**config.mk**
```make
export PLATFORM = sky130hd
export DESIGN_NAME = morph_frame_ctrl
export DESIGN_NICKNAME = d
export VERILOG_FILES = /design/src/rtl/morph_frame_ctrl.sv
export SDC_FILE = /design/constraint.sdc
export NUM_CORES = 1
export LEC_CHECK = 0
export ABC_AREA = 1
export BUFFER_PORTS_ARGS = -buffer_cell sky130_fd_sc_hd__buf_4
export CAP_MARGIN = 40
export CORE_UTILIZATION = 55
export DETAILED_ROUTE_END_ITERATION = 7
export PLACE_DENSITY = 0.78
export SLEW_MARGIN = 0
export SYNTH_ARGS = -nofsm -noshare
export SYNTH_HDL_FRONTEND = slang
export SYNTH_SLANG_ARGS = --single-unit
```
**constraint.sdc**
```tcl
create_clock -name clk -period 2.3 [get_ports clk]
set_input_delay 0.345 -clock clk [delete_from_list [all_inputs] [get_ports clk]]
set_output_delay 0.345 -clock clk [all_outputs]
set_load 0.01 [all_outputs]
```
**src/rtl/morph_frame_ctrl.sv**
```systemverilog
// rtl/morph_frame_ctrl.sv - frame-synchronous mode, position and geometry controller for the morphology path
// Mode requests are held pending and only take effect on a frame start, so no frame mixes modes.
module morph_frame_ctrl #(
  parameter logic [9:0] IMG_HDISP  = 10'd800,
  parameter logic [9:0] IMG_VDISP  = 10'd600,
  parameter logic [2:0] RESET_MODE = 3'd2
) (
  input  logic       clk,
  input  logic       rst_n,
  input  logic       per_frame_vsync,
  input  logic       per_frame_href,
  input  logic       per_frame_clken,
  input  logic [2:0] cfg_mode,
  input  logic       cfg_valid,
  output logic       cfg_ready,
  output logic [2:0] morph_mode,
  output logic       mode_apply,
  output logic [9:0] pix_x,
  output logic [9:0] pix_y,
  output logic       border_flag,
  output logic       frame_done,
  output logic       frame_err,
  output logic [7:0] frame_cnt
);

  typedef enum logic [1:0] {
    IDLE   = 2'd0,
    BLANK  = 2'd1,
    ACTIVE = 2'd2
  } state_t;

  localparam logic [9:0] PIX_MAX = 10'h3ff;
  localparam logic [9:0] X_LAST  = IMG_HDISP - 10'd1;
  localparam logic [9:0] Y_LAST  = IMG_VDISP - 10'd1;

  state_t     state;
  state_t     state_nxt;
  logic       vsync_d;
  logic       href_d;
  logic       frame_start;
  logic       frame_end;
  logic       line_end;
  logic       pending_valid;
  logic [2:0] pending_mode;
  logic [2:0] cfg_mode_dec;
  logic       cfg_accept;
  logic       apply_now;
  logic       line_err;
  logic       pixel_in;

  always_ff @(posedge clk or negedge rst_n) begin
    if (!rst_n) begin
      vsync_d <= 1'b0;
      href_d  <= 1'b0;
    end else begin
      vsync_d <= per_frame_vsync;
      href_d  <= per_frame_href;
    end
  end

  assign frame_start = per_frame_vsync & ~vsync_d;
  assign frame_end   = ~per_frame_vsync & vsync_d;
  assign line_end    = ~per_frame_href & href_d;
  assign pixel_in    = per_frame_href & per_frame_clken;

  always_ff @(posedge clk or negedge rst_n) begin
    if (!rst_n) begin
      state <= IDLE;
    end else begin
      state <= state_nxt;
    end
  end

  // IDLE only leaves once vsync is low, so a reset mid-frame never joins a partial frame.
  always_comb begin
    state_nxt = state;
    case (state)
      IDLE:    if (!per_frame_vsync) state_nxt = BLANK;
      BLANK:   if (frame_start) state_nxt = ACTIVE;
      ACTIVE:  if (frame_end) state_nxt = BLANK;
      default: state_nxt = IDLE;
    endcase
  end

  assign cfg_mode_dec = (cfg_mode > 3'd4) ? 3'd0 : cfg_mode;
  assign cfg_ready    = ~pending_valid;
  assign cfg_accept   = cfg_valid & ~pending_valid;
  // Only a request already pending before this frame start is applied.
  assign apply_now    = frame_start & pending_valid & (state == BLANK);

  always_ff @(posedge clk or negedge rst_n) begin
    if (!rst_n) begin
      pending_valid <= 1'b0;
      pending_mode  <= 3'd0;
      morph_mode    <= RESET_MODE;
      mode_apply    <= 1'b0;
    end else begin
      mode_apply <= 1'b0;
      if (apply_now) begin
        pending_valid <= 1'b0;
        morph_mode    <= pending_mode;
        mode_apply    <= 1'b1;
      end else if (cfg_accept) begin
        pending_valid <= 1'b1;
        pending_mode  <= cfg_mode_dec;
      end
    end
  end

  always_ff @(posedge clk or negedge rst_n) begin
    if (!rst_n) begin
      pix_x    <= 10'd0;
      pix_y    <= 10'd0;
      line_err <= 1'b0;
    end else if (frame_start) begin
      pix_x    <= 10'd0;
      pix_y    <= 10'd0;
      line_err <= 1'b0;
    end else if (state == ACTIVE) begin
      if (line_end) begin
        pix_x <= 10'd0;
        if (pix_y != PIX_MAX) pix_y <= pix_y + 10'd1;
        if (pix_x != IMG_HDISP) line_err <= 1'b1;
      end else if (pixel_in && (pix_x != PIX_MAX)) begin
        pix_x <= pix_x + 10'd1;
      end
    end
  end

  // A vsync fall outside ACTIVE is spurious and leaves the frame status untouched.
  always_ff @(posedge clk or negedge rst_n) begin
    if (!rst_n) begin
      frame_done <= 1'b0;
      frame_err  <= 1'b0;
      frame_cnt  <= 8'd0;
    end else begin
      frame_done <= 1'b0;
      if (frame_end && (state == ACTIVE)) begin
        frame_done <= 1'b1;
        frame_err  <= line_err | (pix_y != IMG_VDISP);
        frame_cnt  <= frame_cnt + 8'd1;
      end
    end
  end

  assign border_flag = pixel_in & (state == ACTIVE) &
                       ((pix_x == 10'd0) | (pix_x == X_LAST) |
                        (pix_y == 10'd0) | (pix_y == Y_LAST));

endmodule
```
==> key figures <==
Clock network
  • CTS buffer count: 5
  • H-tree lvl count: 2
  • Clock Tree Root: sky130_fd_sc_hd__clkbuf_8
  • Skew-Pair Late Insertion Delay: 0.29 ns
  • Total of cells resized after clock tree synthesis: 0
  • Number of setup buffers added after CTS: 0
  • Total clock sinks: 43
  • TritonCTS clock tree: done
  • Number of buffers on the longest clock path: 2
  • Clock-pin slew on the worst setup and hold paths: 0.09 ns
  • Count of hold-fix buffers inserted at cts: 0

Worst setup path
  • Crit path max fanout: 5
  • Cell-by-cell trace of the critical path: inv_1 > ha_1 > nand2_1 > nor2_1 > nand3_1 > nand2_1 > nand2_1 > a21oi_1 > buf_4
  • Depth of the worst register-to-register path: 7
  • CP most frequent cell: sky130_fd_sc_hd__nand2_1
  • CP endpoint kind: primary output
  • Slowest Stage Delay on Critical Path: 0.42 ns
  • Worst Setup Start Kind: flip-flop
  • Required time worst endpoint: 1.96 ns
  • CP arrival: 1.75 ns
  • Family of cells with the greatest summed delay on the critical path: flip-flops
  • Crit path buf inv count: 2
  • Highest-delay cell along the critical path: sky130_fd_sc_hd__dfrtp_1
  • Worst setup path category: reg -> out
  • Cell depth of the worst setup path: 9

Power and ir drop
  • Power share of the combinational group: 27.8%
  • Sequential cell fraction of total power: 47.3%
  • NetSw: 0.719 mW
  • Cell internal power dissipation: 1.45 mW
  • VDD IR-drop max: 0.631 mV
  • PwrDens: 742 mW/mm²
  • Switching power share of the total: 33.2%
  • Standby leakage power: 1.52 nW
  • Share of power burned in the clock network: 24.9%
  • Final Total Pwr: 2.16 mW

Synthesis
  • Number of synthesized flops with an enable pin: 0
  • Yosys top cell area share: 43.3%
  • Syn Nets: 323
  • Post-synth top flop: sky130_fd_sc_hd__dfrtp_1
  • Cell Area, Synth: 0.00243 mm²
  • Cell type contributing the most total cell area after synthesis: sky130_fd_sc_hd__dfrtp_1
  • Top post-synthesis cells by area: sky130_fd_sc_hd__dfrtp_1, sky130_fd_sc_hd__nand2_1, sky130_fd_sc_hd__inv_1
  • Proportion of register bits with asynchronous set or reset after synthesis: 100%
  • Synthesized area per cell: 7.86 µm²
  • Flop and latch count out of synthesis: 43
  • Synthesis Warnings: 0
  • Number of distinct library cell variants in the gate-level netlist after synthesis: 29
  • Cell count after synthesis: 309
  • Sequential cell area fraction in the yosys report: 44.3%

STA
  • Number of pins exceeding their max-slew limit in the final report: 0
  • Least-Margin Pin Slew: 0.537 ns
  • Layout Skew: 0.00881 ns
  • Final setup violation count: 0
  • Worst setup margin: 0.209 ns
  • Fin crit share: 90.9%
  • Final worst path period need: 2.09 ns
  • Peak clock frequency supported by timing: 478 MHz
  • Number of endpoints with negative hold slack in the final report: 0
  • RSZ-0062 raised after global routing: no
  • Setup_tns: 0 ns
  • Relative max-transition margin: 64.2%

Routing
  • Total wirelength of the detailed-routed design: 4.77 mm
  • Drt initial violations: 112
  • Post-DR wirelength/cell: 11.6 µm
  • Residual DRC count: 0
  • Routed via count divided by cell count: 4.99
  • Met2 routed wirelength: 2.23 mm
  • Detailed-routing wirelength on met1: 2.29 mm
  • Detailed-route via count: 2,046
  • Length of the first detailed-routing pass in iterations: 4
  • Top Metal Used: met4
  • Antenna-violating nets left: 0
  • Met3 wire len: 201 µm

Die
  • Area of the die: 0.00469 mm²
  • DIE WIDTH: 68.5 µm
  • Site row count: 23
  • Boundary pin count: 45
  • Die height: 68.5 µm
  • Starting Density: 59.0%
  • Core area: 0.00412 mm²

GRT
  • Vias in the first global route: 1,794
  • Pin count of the biggest net entering global routing: 44
  • Initial antenna violation count: 0
  • First-pass GRT wire length: 7.67 mm
  • Overflow after GRT: 0
  • Overall fraction of global-route tracks in use: 22.1%

Hold path
  • Path class of the lowest-slack min-delay path: in -> async

Final layout
  • Filler instances: 383
  • Area added between synthesis and finish: 20.0%
  • Antenna diode instance count: 0
  • Layout cells sized above 1: 23.1%
  • Net count reported at finish: 373

Placement
  • Port Buffers: 44
  • Final estimated routing congestion in global placement: 0.831
  • Worst-case setup slack after placement: 0.545 ns
  • Detailed placement HPWL: 3.43 mm

Job
  • Max-cap violations: 0

Outcome
  • Outcome: finished, final reports clean
==> kinds of logic after synthesis <==
logic type / share of synthesized area, %
flops: 44.3
buf+inv: 7.57
fa+ha+maj: 2.57
xor+xnor: 4.69
compound gates: 9.89
simple gates: 30.9
==> worst reg2reg max path, delay by kind of cell (launching register included) <==
kind	cells	cell delay [ns]
and+or+nand+nor	4	0.45
adders and majority gates	1	0.25
AOI/OAI and AO/OA	2	0.37
DFF	1	0.49
==> layout make-up <==
class,instances,area [µm²],share of cell area (%)
clock buffers,7,96.3,3.30
inverters,46,173,5.92
clock inverters,1,7.51,0.258
multi-input cells,219,1170,40.1
well taps,50,62.6,2.15
flip-flops and latches,43,1080,37.0
repair buffers,44,330,11.3
==> routing by layer <==
| metal | vias up | global-route usage, % |
|---|---|---|
| li1 | 1067 | - |
| met1 | 932 | 28.6 |
| met2 | 42 | 37.3 |
| met3 | 5 | 5.00 |
| met4 | 0 | 4.69 |
| met5 | - | 0 |
==> state kept, by name (all words and copies together) (netlist names) <==
register / cells
mode_apply: 1
frame_cnt: 8
morph_mode: 3
line_err: 1
pix_x: 10
pix_y: 10
href_d: 1
pending_mode: 3
state: 2
pending_valid: 1
frame_done: 1
vsync_d: 1
frame_err: 1
==> synth_stat cells (4+ instances only) <==
cell type	instances
sky130_fd_sc_hd__a21oi_1	4
sky130_fd_sc_hd__dfrtp_1	42
sky130_fd_sc_hd__ha_1	5
sky130_fd_sc_hd__inv_1	40
sky130_fd_sc_hd__inv_2	6
sky130_fd_sc_hd__nand2_1	87
sky130_fd_sc_hd__nand2_2	4
sky130_fd_sc_hd__nand3_1	22
sky130_fd_sc_hd__nor2_1	33
sky130_fd_sc_hd__o21ai_0	8
sky130_fd_sc_hd__o21ai_1	14
sky130_fd_sc_hd__o21ai_2	6
sky130_fd_sc_hd__xor2_1	11
==> per-stage QoR <==
| step | instances | instance area, µm² | utilization [%] | hold WS (ns) |
|---|---|---|---|---|
| after global placement | 402 | 2810 | 68.3 | 0.367 |
| final | 410 | 2920 | 70.8 | 0.0279 |
| after global routing | 410 | 2920 | 70.8 | 0.0717 |
| after floorplan | 309 | 2430 | - | 0.0494 |
| after detailed placement | 402 | 2810 | 68.3 | 0.369 |
| after CTS | 410 | 2920 | 70.8 | 0.0478 |
==> power by group through the flow <==
| stage | registers (mW) | clock network [mW] | logic, mW |
|---|---|---|---|
| after global routing | 1.05 | 0.573 | 0.684 |
| after floorplan | 1.06 | 0 | 0.315 |
| final | 1.02 | 0.539 | 0.601 |
| after global placement | 1.03 | 0 | 0.590 |
| after CTS | 1.03 | 0.552 | 0.608 |
| after detailed placement | 1.04 | 0 | 0.600 |
==> final timing paths <==
kind	startpoint	endpoint	slack [ns]
hold / removal	rst_n	pix_x[9]$_DFFE_PN0P_	0.03
setup / recovery	pix_x[0]$_DFFE_PN0P_	border_flag	0.21
setup reg to reg	pix_y[0]$_DFFE_PN0P_	pix_y[0]$_DFFE_PN0P_	0.68
min in group clk	per_frame_href	href_d$_DFF_PN0_	0.18
max in group asynchronous	rst_n	morph_mode[1]$_DFFE_PN1P_	1.90
hold reg to reg	pending_mode[1]$_DFFE_PN0P_	morph_mode[1]$_DFFE_PN1P_	0.48
==> cells in the final DEF, fill, tap and decap left out, types with 3 or more instances in the layout <==
| cell | count |
|---|---|
| sky130_fd_sc_hd__a21oi_1 | 4 |
| sky130_fd_sc_hd__buf_4 | 44 |
| sky130_fd_sc_hd__clkbuf_8 | 7 |
| sky130_fd_sc_hd__dfrtp_1 | 42 |
| sky130_fd_sc_hd__ha_1 | 5 |
| sky130_fd_sc_hd__inv_1 | 40 |
| sky130_fd_sc_hd__inv_2 | 6 |
| sky130_fd_sc_hd__nand2_1 | 87 |
| sky130_fd_sc_hd__nand2_2 | 4 |
| sky130_fd_sc_hd__nand2_4 | 3 |
| sky130_fd_sc_hd__nand3_1 | 22 |
| sky130_fd_sc_hd__nand3_2 | 3 |
| sky130_fd_sc_hd__nand4_1 | 3 |
| sky130_fd_sc_hd__nor2_1 | 33 |
| sky130_fd_sc_hd__nor3_1 | 3 |
| sky130_fd_sc_hd__o21ai_0 | 8 |
| sky130_fd_sc_hd__o21ai_1 | 14 |
| sky130_fd_sc_hd__o21ai_2 | 6 |
| sky130_fd_sc_hd__xor2_1 | 11 |
Note: power is estimated with default switching activity, not from simulation.
